File: config.mk
export PLATFORM = sky130hd
export DESIGN_NAME = alu_arbiter
export DESIGN_NICKNAME = d
export VERILOG_FILES = /design/src/rtl/alu_arb_pkg.sv /design/src/rtl/alu_arbiter_alu.sv /design/src/rtl/alu_arbiter.sv
export SDC_FILE = /design/constraint.sdc
export NUM_CORES = 1
export LEC_CHECK = 0
export ABC_CLOCK_PERIOD_IN_PS = 4700
export BUFFER_PORTS_ARGS = -buffer_cell sky130_fd_sc_hd__buf_4
export CAP_MARGIN = 20
export CORE_MARGIN = 2
export CORE_UTILIZATION = 40
export CTS_BUF_LIST = sky130_fd_sc_hd__clkbuf_8
export CTS_CLUSTER_SIZE = 16
export DETAILED_ROUTE_END_ITERATION = 16
export SLEW_MARGIN = 20
export SYNTH_ARGS = -nofsm -noshare
export SYNTH_HDL_FRONTEND = slang
export SYNTH_SLANG_ARGS = --single-unit
File: constraint.sdc
create_clock -name clk -period 4.7 [get_ports clk]
set_input_delay 0.94 -clock clk [delete_from_list [all_inputs] [get_ports clk]]
set_output_delay 0.94 -clock clk [all_outputs]
set_load 0.05 [all_outputs]
File: src/rtl/alu_arb_pkg.sv
// Shared definitions for the two-requester ALU arbiter: op codes, FSM states,
// flag bit positions and the legal-op check.
package alu_arb_pkg;

    localparam int ARB_DATA_W = 32;

    localparam logic [3:0] OP_ADD  = 4'b0000;
    localparam logic [3:0] OP_SUB  = 4'b0001;
    localparam logic [3:0] OP_OR   = 4'b0100;
    localparam logic [3:0] OP_AND  = 4'b0101;
    localparam logic [3:0] OP_XOR  = 4'b0111;
    localparam logic [3:0] OP_SLL  = 4'b1000;
    localparam logic [3:0] OP_SRL  = 4'b1001;
    localparam logic [3:0] OP_SRA  = 4'b1010;
    localparam logic [3:0] OP_SLT  = 4'b1101;
    localparam logic [3:0] OP_SLTU = 4'b1111;

    localparam int FLAG_ZERO  = 0;
    localparam int FLAG_CARRY = 1;
    localparam int FLAG_OVF   = 2;
    localparam int FLAG_SIGN  = 3;

    typedef enum logic [1:0] {
        ST_IDLE = 2'd0,
        ST_EXEC = 2'd1,
        ST_RESP = 2'd2
    } state_e;

    function automatic logic op_is_legal(input logic [3:0] sel);
        return (sel == OP_ADD) || (sel == OP_SUB) || (sel == OP_OR)  ||
               (sel == OP_AND) || (sel == OP_XOR) || (sel == OP_SLL) ||
               (sel == OP_SRL) || (sel == OP_SRA) || (sel == OP_SLT) ||
               (sel == OP_SLTU);
    endfunction

endpackage

File: src/rtl/alu_arbiter_alu.sv
// Combinational ALU; flags always come from its adder (A+B, or A-B for the
// subtract/compare ops). Unknown selects fall through to A+B.
module alu_arbiter_alu
    import alu_arb_pkg::*;
#(
    parameter int DATA_W = 32
) (
    input  logic [DATA_W-1:0] a_i,
    input  logic [DATA_W-1:0] b_i,
    input  logic [3:0]        sel_i,
    output logic [DATA_W-1:0] result_o,
    output logic [3:0]        flags_o
);

    localparam int SH_W = $clog2(DATA_W);

    logic                     is_sub;
    logic [DATA_W-1:0]        b_eff;
    logic [DATA_W:0]          sum_w;
    logic                     carry;
    logic                     ovf;
    logic                     lt_s;
    logic                     lt_u;
    logic [SH_W-1:0]          shamt;
    logic signed [DATA_W-1:0] sra_w;

    assign is_sub = (sel_i == OP_SUB) || (sel_i == OP_SLT) || (sel_i == OP_SLTU);
    assign b_eff  = is_sub ? ~b_i : b_i;
    assign sum_w  = {1'b0, a_i} + {1'b0, b_eff} + {{DATA_W{1'b0}}, is_sub};
    assign carry  = sum_w[DATA_W];
    assign ovf    = (a_i[DATA_W-1] == b_eff[DATA_W-1]) && (sum_w[DATA_W-1] != a_i[DATA_W-1]);
    // Compares reuse the subtractor: signed from sign^overflow, unsigned from borrow.
    assign lt_s   = sum_w[DATA_W-1] ^ ovf;
    assign lt_u   = ~carry;
    assign shamt  = b_i[SH_W-1:0];
    assign sra_w  = $signed(a_i) >>> shamt;

    always_comb begin
        result_o = sum_w[DATA_W-1:0];
        case (sel_i)
            OP_OR:   result_o = a_i | b_i;
            OP_AND:  result_o = a_i & b_i;
            OP_XOR:  result_o = a_i ^ b_i;
            OP_SLL:  result_o = a_i << shamt;
            OP_SRL:  result_o = a_i >> shamt;
            OP_SRA:  result_o = sra_w;
            OP_SLT:  result_o = {{(DATA_W-1){1'b0}}, lt_s};
            OP_SLTU: result_o = {{(DATA_W-1){1'b0}}, lt_u};
            default: result_o = sum_w[DATA_W-1:0];
        endcase
    end

    always_comb begin
        flags_o             = '0;
        flags_o[FLAG_ZERO]  = (sum_w[DATA_W-1:0] == '0);
        flags_o[FLAG_CARRY] = carry;
        flags_o[FLAG_OVF]   = ovf;
        flags_o[FLAG_SIGN]  = sum_w[DATA_W-1];
    end

endmodule

File: src/rtl/alu_arbiter.sv
// Two requesters share one ALU through an IDLE -> EXEC -> RESP FSM with a
// round-robin priority pointer; one operation completes every three cycles at best.
module alu_arbiter
    import alu_arb_pkg::*;
(
    input  logic                  clk,
    input  logic                  rst_n,
    input  logic                  req_valid_0,
    output logic                  req_ready_0,
    input  logic [ARB_DATA_W-1:0] req_a_0,
    input  logic [ARB_DATA_W-1:0] req_b_0,
    input  logic [3:0]            req_sel_0,
    input  logic                  req_valid_1,
    output logic                  req_ready_1,
    input  logic [ARB_DATA_W-1:0] req_a_1,
    input  logic [ARB_DATA_W-1:0] req_b_1,
    input  logic [3:0]            req_sel_1,
    output logic                  resp_valid_0,
    input  logic                  resp_ready_0,
    output logic [ARB_DATA_W-1:0] resp_result_0,
    output logic [3:0]            resp_flags_0,
    output logic                  resp_err_0,
    output logic                  resp_valid_1,
    input  logic                  resp_ready_1,
    output logic [ARB_DATA_W-1:0] resp_result_1,
    output logic [3:0]            resp_flags_1,
    output logic                  resp_err_1,
    output logic [15:0]           op_count
);

    state_e                state_q;
    logic                  ptr_q;
    logic                  owner_q;
    logic [1:0]            resp_valid_q;
    logic [ARB_DATA_W-1:0] result_q;
    logic [3:0]            flags_q;
    logic                  err_q;
    logic [15:0]           op_count_q;
    logic [15:0]           op_count_d;

    logic [ARB_DATA_W-1:0] a_q;
    logic [ARB_DATA_W-1:0] b_q;
    logic [3:0]            sel_q;

    logic                  gnt_0;
    logic                  gnt_1;
    logic                  resp_hs;
    logic [ARB_DATA_W-1:0] alu_result;
    logic [3:0]            alu_flags;

    // Pointer only matters when both ask; a lone requester always wins.
    assign gnt_0      = (state_q == ST_IDLE) && req_valid_0 && (!req_valid_1 || !ptr_q);
    assign gnt_1      = (state_q == ST_IDLE) && req_valid_1 && (!req_valid_0 ||  ptr_q);
    assign resp_hs    = (state_q == ST_RESP) && (owner_q ? resp_ready_1 : resp_ready_0);
    assign op_count_d = op_count_q + 16'd1;

    assign req_ready_0 = gnt_0 && rst_n;
    assign req_ready_1 = gnt_1 && rst_n;

    always_ff @(posedge clk or negedge rst_n) begin
        if (!rst_n) begin
            state_q      <= ST_IDLE;
            ptr_q        <= 1'b0;
            owner_q      <= 1'b0;
            resp_valid_q <= 2'b00;
            result_q     <= '0;
            flags_q      <= '0;
            err_q        <= 1'b0;
            op_count_q   <= '0;
        end else begin
            case (state_q)
                ST_IDLE: begin
                    if (gnt_0 || gnt_1) begin
                        owner_q <= gnt_1;
                        state_q <= ST_EXEC;
                    end
                end
                ST_EXEC: begin
                    result_q     <= alu_result;
                    flags_q      <= alu_flags;
                    err_q        <= !op_is_legal(sel_q);
                    resp_valid_q <= owner_q ? 2'b10 : 2'b01;
                    state_q      <= ST_RESP;
                end
                ST_RESP: begin
                    // Returning through IDLE keeps a grant out of the handshake cycle.
                    if (resp_hs) begin
                        resp_valid_q <= 2'b00;
                        ptr_q        <= !owner_q;
                        op_count_q   <= op_count_d;
                        state_q      <= ST_IDLE;
                    end
                end
                default: state_q <= ST_IDLE;
            endcase
        end
    end

    always_ff @(posedge clk) begin
        if (gnt_0 || gnt_1) begin
            a_q   <= gnt_1 ? req_a_1   : req_a_0;
            b_q   <= gnt_1 ? req_b_1   : req_b_0;
            sel_q <= gnt_1 ? req_sel_1 : req_sel_0;
        end
    end

    alu_arbiter_alu #(
        .DATA_W (ARB_DATA_W)
    ) u_alu (
        .a_i      (a_q),
        .b_i      (b_q),
        .sel_i    (sel_q),
        .result_o (alu_result),
        .flags_o  (alu_flags)
    );

    assign resp_valid_0  = resp_valid_q[0];
    assign resp_valid_1  = resp_valid_q[1];
    assign resp_result_0 = result_q;
    assign resp_result_1 = result_q;
    assign resp_flags_0  = flags_q;
    assign resp_flags_1  = flags_q;
    assign resp_err_0    = err_q;
    assign resp_err_1    = err_q;
    assign op_count      = op_count_q;

endmodule

==> results.py, run 1 <==
metrics = {
    "yosys": {
        "syn_area_um2": 13100,
        "mappedNetlistNets": 1722,
        "synth_seq_area_share_pct": 26.8,
        "syn-mean-instance-area_um2": 8.89,
        "synthesized_flop_and_latch_total": 127,
        "postSynthCellCount": 1475,
        "synth-edff-count": 68,
        "async_reset_ff_share_pct": 46.5,
        "yosysTopAreaCellShare_pct": 15.6,
        "synth_cell_types": 72,
        "synth-main-ff-cell": "edfxtp_1",
        "synth.area.top_cells": "edfxtp_1 (16%), dfrtp_1 (11%), ha_1 (9.9%)",
        "post-synth-top-area-cell": "edfxtp_1",
        "yosysWarnings": 0,
    },
    "clock_tree": {
        "clkSlewWorstSetupHoldPaths_ns": 0.10,
        "tritoncts": "done",
        "cts_post_setup_buffers_inserted": 0,
        "cts_max_path_buffers": 2,
        "clock_latency_of_the_later_clocked_register_in_the_worst_skew_pair_ns": 0.49,
        "cts_max_level": 4,
        "cts_inserted_buffers": 17,
        "post_cts_resized": 0,
        "clock_sink_count": 127,
        "cts_hold_buffers": 0,
        "cts_root_buffer": "clkbuf_8",
    },
    "die": {
        "floorplan.initialDensity_pct": 40.4,
        "die_height_um": 185,
        "top_level_ports": 236,
        "fp.dieW_um": 185,
        "core.rowCount": 66,
        "placeableCoreArea_um2": 32500,
        "total_die_area_um2": 34300,
    },
    "setup_path": {
        "worstPathMaxFanout": 12,
        "reg2regPathDepth": 13,
        "timing.critical_path.to_type": "flop",
        "critPathLaunchType": "flop",
        "arrival_ns": 4.71,
        "cp_class": "reg2reg",
        "crit_required_ns": 5.04,
    },
    "timing": {
        "timing.setup.tns_ns": 0,
        "final.min_clock_period_ns": 4.38,
        "worst_pin_slew_ns": 1.10,
        "slew_violations": 0,
        "grt_setup_unrepaired": "no",
        "worst_skew_ns": 0.0212,
        "min_period_over_period_pct": 93.2,
        "max_slew_margin_pct": 26.5,
        "final-setup-viol-count": 0,
        "max_freq_ghz": 0.228,
        "hold_violations": 0,
        "hold-worst-slack_ns": 0.486,
    },
    "global_routing": {
        "grt_pass1_wl_mm": 77.7,
        "via_count_of_the_first_global_routing_pass": 11940,
        "number_of_antenna_violations_at_the_first_check_in_global_routing": 0,
        "grt_util_all_layers_pct": 31.4,
        "grt_max_degree": 75,
        "grt_overflow_total": 0,
    },
    "routing": {
        "antenna_left": 0,
        "drt_wl_total_mm": 53.5,
        "first_pass_iters": 5,
        "route.detailed.vias_per_inst": 6.05,
        "detailedRoute.firstIterationViolations": 1328,
        "detailroute.via_count": 12691,
        "drc_errors": 0,
        "detail_route.wl_per_cell_um": 25.5,
    },
    "worst_hold_path": {
        "holdCritPathClass": "reg2reg",
        "worst_hold_path.num_cells": 1,
    },
    "status": {
        "run_status": "finished clean",
    },
    "finish": {
        "synthToLayoutAreaGrowth_pct": 19.1,
        "fillCellCount": 3147,
        "diodes": 0,
        "nets": 1889,
        "most-common-layout-cells": "buf_4 (281), nor2_1 (149), nand2_1 (134)",
        "layout_commonest_cell": "buf_4",
        "post_route_cells_drive_above_1_share_pct": 27.6,
    },
    "place": {
        "place.gp.congestion": 1.01,
        "io_buffer_count": 235,
        "hpwl_mm": 41.8,
    },
    "power_and_ir_drop": {
        "power_leakage_nw": 6.80,
        "vdd_ir_drop_max_mv": 0.371,
        "p_per_area_nw_per_um2": 883,
    },
    "job": {
        "max_cap_violations": 0,
    },
}
-- cell type report --
| cell class | count | area [µm²] | share of cell area (%) |
|---|---|---|---|
| sequential | 127 | 3520 | 22.5 |
| timing repair buffer | 283 | 2150 | 13.8 |
| clock buffer | 17 | 234 | 1.50 |
| multi-input combinational | 1137 | 8700 | 55.7 |
| tap | 442 | 553 | 3.54 |
| inverter | 76 | 285 | 1.83 |
| clock inverter | 14 | 181 | 1.16 |
-- sequential cells by signal, indices dropped and copies added (netlist names) --
name	cells
op_count	16
a_q	32
resp_flags_0	4
b_q	32
ptr_q	1
resp_err_0	1
sel_q	4
resp_result_0	32
owner_q	1
resp_valid_q	2
state_q	2
-- layer usage --
layer	wire, µm	GRT usage (%)	up-vias
met1	22900	43.6	6072
met4	3090	15.9	0
met2	22100	45.9	762
met5	0	0	-
li1	-	-	5718
met3	5370	6.86	139
-- critical path, stage by stage, from the launching register on --
cell and delay (ns):
edfxtp_1 0.58, or3_1 0.45, a21oi_1 0.41, inv_1 0.13, fa_1 0.46, nand3b_1 0.25, a211oi_2 0.38, nor3_1 0.17
a211oi_1 0.49, o2111a_1 0.33, o21a_1 0.16, nor4_1 0.05, o32ai_1 0.29, o21ai_1 0.09
-- per-stage QoR --
step,total power [mW],cell area [µm²],instances,util [%],setup slack (ns)
after global routing,14.5,15600,2096,48.1,0.120
after floorplan,9.12,13100,1475,-,0.628
after global placement,12.4,15200,2065,46.8,0.381
final,13.8,15600,2096,48.1,0.322
after detailed placement,12.4,15200,2065,46.8,0.246
after CTS,13.5,15600,2096,48.1,0.205
-- synth_stat cells, drive strengths merged, types with 9 or more instances --
cell	number
a21o	20
edfxtp	68
xor2	19
o2111ai	10
or3	13
nor3	23
a22oi	13
o21ai	107
ha	104
buf	67
clkbuf	68
xnor2	52
nand2	134
a221oi	22
o211ai	13
nor2	151
a21oi	87
a31oi	9
dfrtp	59
a211oi	21
inv	75
mux2	78
mux2i	48
nand3	24
mux4	46
nand2b	14
o22ai	13
-- worst paths after layout --
kind,startpoint,end,slack (ns)
max reg2reg,sel_q[2]$_DFFE_PP_,resp_result_0[0]$_DFFE_PN0P_,0.32
min reg2reg,op_count[15]$_DFFE_PN0P_,op_count[15]$_DFFE_PN0P_,0.49
max in group asynchronous,rst_n,resp_result_0[10]$_DFFE_PN0P_,3.57
min in group asynchronous,rst_n,owner_q$_DFFE_PN0P_,0.64
min,op_count[15]$_DFFE_PN0P_,op_count[15]$_DFFE_PN0P_,0.49
max,sel_q[2]$_DFFE_PP_,resp_result_0[0]$_DFFE_PN0P_,0.32
-- logic make-up after synthesis --
kind of cell | synth area share [%]
adders and majority gates | 10.1
buffers and inverters | 7.35
xor gates and xnor gates | 4.74
DFF | 26.8
AOI/OAI and AO/OA | 18.7
muxes | 18.3
and+or+nand+nor | 14.0
-- where the power goes --
| group | total [mW] | switching (mW) | internal (mW) | leakage (nW) |
|---|---|---|---|---|
| combinational | 10.3 | 6.64 | 3.62 | 5.20 |
| sequential | 2.43 | 0.727 | 1.70 | 1.39 |
| clock | 1.09 | 0.560 | 0.535 | 0.215 |
| total | 13.8 | 7.93 | 5.85 | 6.80 |
Note: power is estimated with default switching activity, not from simulation.
==> run 2, diff against run 1 <==
--- a/config.mk
+++ b/config.mk
@@ -5,7 +5,7 @@
 export SDC_FILE = /design/constraint.sdc
 export NUM_CORES = 1
 export LEC_CHECK = 0
-export ABC_CLOCK_PERIOD_IN_PS = 4700
+export ABC_CLOCK_PERIOD_IN_PS = 5690
 export BUFFER_PORTS_ARGS = -buffer_cell sky130_fd_sc_hd__buf_4
 export CAP_MARGIN = 20
 export CORE_MARGIN = 2
==> constraint.sdc (replaced) <==
create_clock -name clk -period 5.69 [get_ports clk]
set_input_delay 1.138 -clock clk [delete_from_list [all_inputs] [get_ports clk]]
set_output_delay 1.138 -clock clk [all_outputs]
set_load 0.05 [all_outputs]
==> results.py, run 2 (same netlist as run 1, synthesis figures left out) <==
metrics = {
    "status": {
        "run_status": "finished clean",
    },
    "finish": {
        "post_route_cells_drive_above_1_share_pct": 26.4,
        "synthToLayoutAreaGrowth_pct": 17.3,
        "layout_commonest_cell": "buf_4",
        "area.sequential_um2": 3520,
        "multi_input_comb_area_um2": 8690,
        "most-common-layout-cells": "buf_4 (258), nor2_1 (149), nand2_1 (134)",
        "final_area_um2": 15400,
        "nets": 1865,
        "fillCellCount": 3157,
        "diodes": 0,
    },
    "clock_tree": {
        "cts_hold_buffers": 0,
        "cts_max_level": 4,
        "cts_max_path_buffers": 2,
        "clock_sink_count": 127,
        "tritoncts": "done",
        "clkSlewWorstSetupHoldPaths_ns": 0.10,
        "cts_inserted_buffers": 17,
        "clock_latency_of_the_later_clocked_register_in_the_worst_skew_pair_ns": 0.49,
        "post_cts_resized": 0,
        "cts_post_setup_buffers_inserted": 0,
        "cts_root_buffer": "clkbuf_8",
    },
    "setup_path": {
        "timing.critical_path.to_type": "flop",
        "critPathSlowestCell": "edfxtp_1",
        "crit_chain": "and2_1 > o21ai_4 > buf_4 > xnor2_1 > ha_1 > nand3_1 > a211oi_1 > nor3_1 > a211oi_1 > o21ai_0 > xnor2_1 > nor4_1 > nand4_1 > o21ai_1",
        "critPathLaunchType": "flop",
        "crit_required_ns": 6.11,
        "worst-path-stages": 14,
        "reg2regPathDepth": 14,
        "timing.critical_path.slowest_cell_delay_ns": 0.57,
        "crit-reg2reg-launch": "sel_q[2]$_DFFE_PP_",
        "crit_family": "compound AO/OA/AOI/OAI gates",
        "timing.reg2reg.setup_slack_ns": 1.08,
        "worst_reg2reg_path_endpoint": "resp_flags_0[0]$_DFFE_PN0P_",
        "cp_class": "reg2reg",
        "worstPathMaxFanout": 25,
        "arrival_ns": 5.03,
        "count_of_buffer_and_inverter_cells_on_the_critical_path": 1,
    },
    "place": {
        "io_buffer_count": 235,
        "place.gp.congestion": 1.01,
        "placed_area_um2": 15000,
        "hpwl_mm": 40.2,
    },
    "global_routing": {
        "grt_overflow_total": 0,
        "number_of_antenna_violations_at_the_first_check_in_global_routing": 0,
        "grt_max_degree": 76,
        "via_count_of_the_first_global_routing_pass": 11725,
        "grt_pass1_wl_mm": 75.4,
        "grt_util_all_layers_pct": 30.2,
    },
    "die": {
        "core.rowCount": 66,
        "die_height_um": 185,
        "floorplan.initialDensity_pct": 40.4,
        "top_level_ports": 236,
        "placeableCoreArea_um2": 32500,
        "total_die_area_um2": 34300,
        "fp.dieW_um": 185,
    },
    "timing": {
        "grt_setup_unrepaired": "no",
        "hold-worst-slack_ns": 0.486,
        "hold_violations": 0,
        "final-setup-viol-count": 0,
        "max_freq_ghz": 0.217,
        "final.min_clock_period_ns": 4.61,
        "worst_skew_ns": 0.0179,
        "max_slew_margin_pct": 36.5,
        "timing.setup.tns_ns": 0,
        "min_period_over_period_pct": 81.1,
        "worst_pin_slew_ns": 0.945,
        "slew_violations": 0,
    },
    "routing": {
        "route.detailed.vias_per_inst": 6.05,
        "detail_route.wl_per_cell_um": 24.9,
        "detailroute.via_count": 12548,
        "detailedRoute.firstIterationViolations": 1713,
        "drt_wl_total_mm": 51.7,
        "antenna_left": 0,
        "first_pass_iters": 6,
        "drc_errors": 0,
    },
    "worst_hold_path": {
        "min_from": "op_count[15]$_DFFE_PN0P_",
        "hold_path_end": "op_count[15]$_DFFE_PN0P_",
        "holdCritPathClass": "reg2reg",
        "worst_hold_path.num_cells": 1,
    },
    "job": {
        "max_cap_violations": 0,
    },
}
-- run 2: cell types whose count changed in the layout (fill, tap and decap cells not counted) --
cell	before	now
inv_8	2	4
a21oi_1	84	85
clkinvlp_4	0	1
a211oi_1	20	21
clkinv_2	2	1
bufinv_16	3	0
clkinv_4	3	2
a21oi_2	2	1
clkinv_8	0	2
a211oi_2	1	0
buf_4	281	258
buf_12	2	1
inv_6	3	4
-- run 2: worst max-delay path by stage --
stage | start | to | slack, ns
after floorplan | sel_q[3]$_DFFE_PP_ | resp_flags_0[0]$_DFFE_PN0P_ | 1.62
after global placement | sel_q[2]$_DFFE_PP_ | resp_flags_0[0]$_DFFE_PN0P_ | 1.20
after detailed placement | sel_q[2]$_DFFE_PP_ | resp_flags_0[0]$_DFFE_PN0P_ | 1.19
after CTS | sel_q[2]$_DFFE_PP_ | resp_flags_0[0]$_DFFE_PN0P_ | 1.17
after global routing | sel_q[2]$_DFFE_PP_ | resp_flags_0[0]$_DFFE_PN0P_ | 0.79
final | sel_q[2]$_DFFE_PP_ | resp_flags_0[0]$_DFFE_PN0P_ | 1.08
-- run 2: routing by layer --
metal  global-route usage, %  vias up  routed length (µm)
met5                       0        -                   0
met4                    11.4        0                1910
met3                    5.82       89                5100
met2                    45.5      762               22100
met1                    42.9     6018               22500
li1                        -     5679                   -
-- run 2: cell type report --
| cell class | count | share of cell area, % |
|---|---|---|
| multi-input combinational | 1137 | 56.5 |
| timing repair buffer | 259 | 12.7 |
| clock buffer | 17 | 1.52 |
| clock inverter | 15 | 0.968 |
| tap | 442 | 3.59 |
| inverter | 76 | 1.85 |
| sequential | 127 | 22.9 |
-- run 2: metrics by stage --
step / instances / utilization [%] / worst slack [ns]
3_3_place_gp: 2041 / 46.2 / 1.20
2_1_floorplan: 1475 / - / 1.62
4_1_cts: 2073 / 47.4 / 1.17
6_report: 2073 / 47.4 / 1.08
3_5_place_dp: 2041 / 46.2 / 1.19
5_1_grt: 2073 / 47.4 / 0.787
Power of run 2 is not shown: default switching activity piles up to over one toggle a cycle in this logic, so the estimate is an artifact.
==> run 3, diff against run 2 <==
--- a/config.mk
+++ b/config.mk
@@ -5,7 +5,8 @@
 export SDC_FILE = /design/constraint.sdc
 export NUM_CORES = 1
 export LEC_CHECK = 0
-export ABC_CLOCK_PERIOD_IN_PS = 5690
+export ABC_AREA = 1
+export ABC_CLOCK_PERIOD_IN_PS = 4300
 export BUFFER_PORTS_ARGS = -buffer_cell sky130_fd_sc_hd__buf_4
 export CAP_MARGIN = 20
 export CORE_MARGIN = 2
==> constraint.sdc (replaced) <==
create_clock -name clk -period 4.3 [get_ports clk]
set_input_delay 0.86 -clock clk [delete_from_list [all_inputs] [get_ports clk]]
set_output_delay 0.86 -clock clk [all_outputs]
set_load 0.05 [all_outputs]
==> results.py, run 3 <==
metrics = {
    "setup_path": {
        "cp_class": "reg2reg",
        "crit_required_ns": 4.74,
        "timing.critical_path.to_type": "flop",
        "critPathLaunchType": "flop",
        "arrival_ns": 4.13,
        "worstPathMaxFanout": 31,
    },
    "clock_tree": {
        "post_cts_resized": 0,
        "tritoncts": "done",
        "cts_max_path_buffers": 2,
        "cts_inserted_buffers": 17,
        "clock_latency_of_the_later_clocked_register_in_the_worst_skew_pair_ns": 0.51,
        "cts_hold_buffers": 0,
        "cts_post_setup_buffers_inserted": 0,
        "cts_max_level": 4,
        "cts_root_buffer": "clkbuf_8",
        "clkSlewWorstSetupHoldPaths_ns": 0.09,
        "clock_sink_count": 127,
    },
    "global_routing": {
        "via_count_of_the_first_global_routing_pass": 13047,
        "grt_overflow_total": 0,
        "grt_util_all_layers_pct": 30.6,
        "number_of_antenna_violations_at_the_first_check_in_global_routing": 0,
        "grt_pass1_wl_mm": 80.6,
        "grt_max_degree": 70,
    },
    "yosys": {
        "post-synth-top-area-cell": "edfxtp_1",
        "async_reset_ff_share_pct": 46.5,
        "synth-main-ff-cell": "edfxtp_1",
        "synth.area.top_cells": "edfxtp_1 (15%), nand2_1 (15%), dfrtp_1 (11%)",
        "most_numerous_cell_in_the_yosys_netlist": "nand2_1",
        "synth_cell_types": 58,
        "postSynthCellCount": 1924,
        "yosysWarnings": 0,
        "synth-edff-count": 68,
        "yosysTopAreaCellShare_pct": 15.1,
        "synthesized_flop_and_latch_total": 127,
        "mappedNetlistNets": 2171,
        "syn_area_um2": 13500,
        "synth_commonest_cells": "nand2_1 (541), inv_1 (201), o21ai_0 (153)",
        "synth_seq_area_share_pct": 26.1,
        "syn-mean-instance-area_um2": 7.01,
    },
    "timing": {
        "max_slew_margin_pct": 25.2,
        "grt_setup_unrepaired": "no",
        "final-setup-viol-count": 0,
        "slew_violations": 0,
        "hold_violations": 0,
        "max_freq_ghz": 0.272,
        "min_period_over_period_pct": 85.6,
        "timing.setup.tns_ns": 0,
        "worst_skew_ns": 0.0177,
        "final.min_clock_period_ns": 3.68,
        "worst_pin_slew_ns": 1.12,
    },
    "die": {
        "placeableCoreArea_um2": 33400,
        "core.rowCount": 67,
        "die_height_um": 188,
        "top_level_ports": 236,
        "fp.dieW_um": 188,
        "total_die_area_um2": 35200,
        "floorplan.initialDensity_pct": 40.4,
    },
    "finish": {
        "diodes": 0,
        "layoutNonFillerInstCount": 2538,
        "fillCellCount": 3526,
        "finalCoreUtilization_pct": 47.2,
        "most-common-layout-cells": "nand2_1 (540), buf_4 (255), inv_1 (202)",
        "layout_commonest_cell": "nand2_1",
        "synthToLayoutAreaGrowth_pct": 16.7,
        "nets": 2324,
        "post_route_cells_drive_above_1_share_pct": 20.1,
    },
    "power_and_ir_drop": {
        "power_leakage_nw": 7.83,
        "p_per_area_nw_per_um2": 929,
        "vdd_ir_drop_max_mv": 0.473,
    },
    "worst_hold_path": {
        "holdCritPathClass": "reg2reg",
    },
    "routing": {
        "detailroute.via_count": 14009,
        "first_pass_iters": 5,
        "route.detailed.vias_per_inst": 5.52,
        "drt_wl_total_mm": 54.0,
        "detailedRoute.firstIterationViolations": 1595,
        "antenna_left": 0,
        "detail_route.wl_per_cell_um": 21.3,
        "drc_errors": 0,
    },
    "place": {
        "dp.cells": 2506,
        "io_buffer_count": 235,
        "hpwl_mm": 43.3,
        "place.gp.congestion": 1.00,
    },
    "job": {
        "max_cap_violations": 0,
    },
    "status": {
        "run_status": "finished clean",
    },
}
[run 3: changes by cell type after synthesis, sizes merged, moves of 15 or more]
cell    previous run  this run
mux4              46         0
o21ai            107       191
a21o              20         4
xor2              19        41
mux2i             48         6
inv               75       211
nand2            134       568
clkbuf            68        42
buf               67        82
nand3             24        93
xnor2             52        13
[run 3: through the flow]
step	instance area, µm²	power [mW]	setup slack, ns	hold slack [ns]
2_1_floorplan	13500	9.98	0.714	0.475
3_3_place_gp	15400	13.3	0.709	0.470
3_5_place_dp	15400	13.3	0.718	0.479
4_1_cts	15700	14.5	0.683	0.491
5_1_grt	15700	15.7	0.320	0.522
6_report	15700	14.6	0.618	0.491
[run 3: worst paths after layout]
check | depth (start not counted) | slack (ns) | from | to
worst max-delay path | 20 | 0.62 | sel_q[1]$_DFFE_PP_ | resp_flags_0[0]$_DFFE_PN0P_
worst min-delay path | 1 | 0.49 | op_count[15]$_DFFE_PN0P_ | op_count[15]$_DFFE_PN0P_
worst max register to register | 20 | 0.62 | sel_q[1]$_DFFE_PP_ | resp_flags_0[0]$_DFFE_PN0P_
worst min register to register | 1 | 0.49 | op_count[15]$_DFFE_PN0P_ | op_count[15]$_DFFE_PN0P_
max in group asynchronous | 2 | 3.27 | rst_n | resp_result_0[11]$_DFFE_PN0P_
min in group asynchronous | 2 | 0.52 | rst_n | op_count[5]$_DFFE_PN0P_
[run 3: power breakdown]
part	switching [mW]	internal, mW
clock	0.551	0.521
sequential	0.702	1.86
combinational	7.72	3.27
total	8.97	5.65
[run 3: critical path, cell delays in order, from the launching register on]
cell and delay, ns:
edfxtp_1 0.47, inv_1 0.16, nand2_2 0.12, nand2_2 0.11, and2_2 0.17, buf_12 0.23
xor2_1 0.19, ha_1 0.30, a21oi_1 0.29, nand2_1 0.15, a21oi_1 0.29, nand2_4 0.12
nand2_4 0.08, nand2_4 0.06, xnor2_1 0.20, nand2_1 0.07, nor2_1 0.19, nand3_1 0.11
nor2_1 0.16, nand2_1 0.07, nand2_1 0.05
[run 3: cells by family (layout without fill, tap and decap cells)]
logic type / after synthesis / count (layout) / share of synthesized area, %
fa+ha+maj: 105 / 105 / 9.80
xor+xnor: 54 / 54 / 3.56
flops: 127 / 127 / 26.1
mux: 74 / 74 / 6.12
buf+inv: 335 / 501 / 11.1
compound gates: 376 / 376 / 16.2
simple gates: 853 / 853 / 27.1
[run 3: cell type report]
cell class	instances	area, µm²	share of cell area, %
Inverter	211	795	5.05
Multi-Input combinational cell	1462	8500	54.0
Timing Repair Buffer	258	1970	12.5
Sequential cell	127	3520	22.3
Tap cell	448	561	3.56
Clock inverter	15	158	1.00
Clock buffer	17	234	1.49
[run 3: layer usage]
metal  share of wire [%]  wire (µm)  vias up  GRT usage (%)
met3                 8.9       4820      111           6.42
met5                   0          0        -              0
met1                  44      23600     6528           42.0
li1                    -          -     6672              -
met2                  43      23100      698           45.8
met4                 4.6       2460        0           14.4
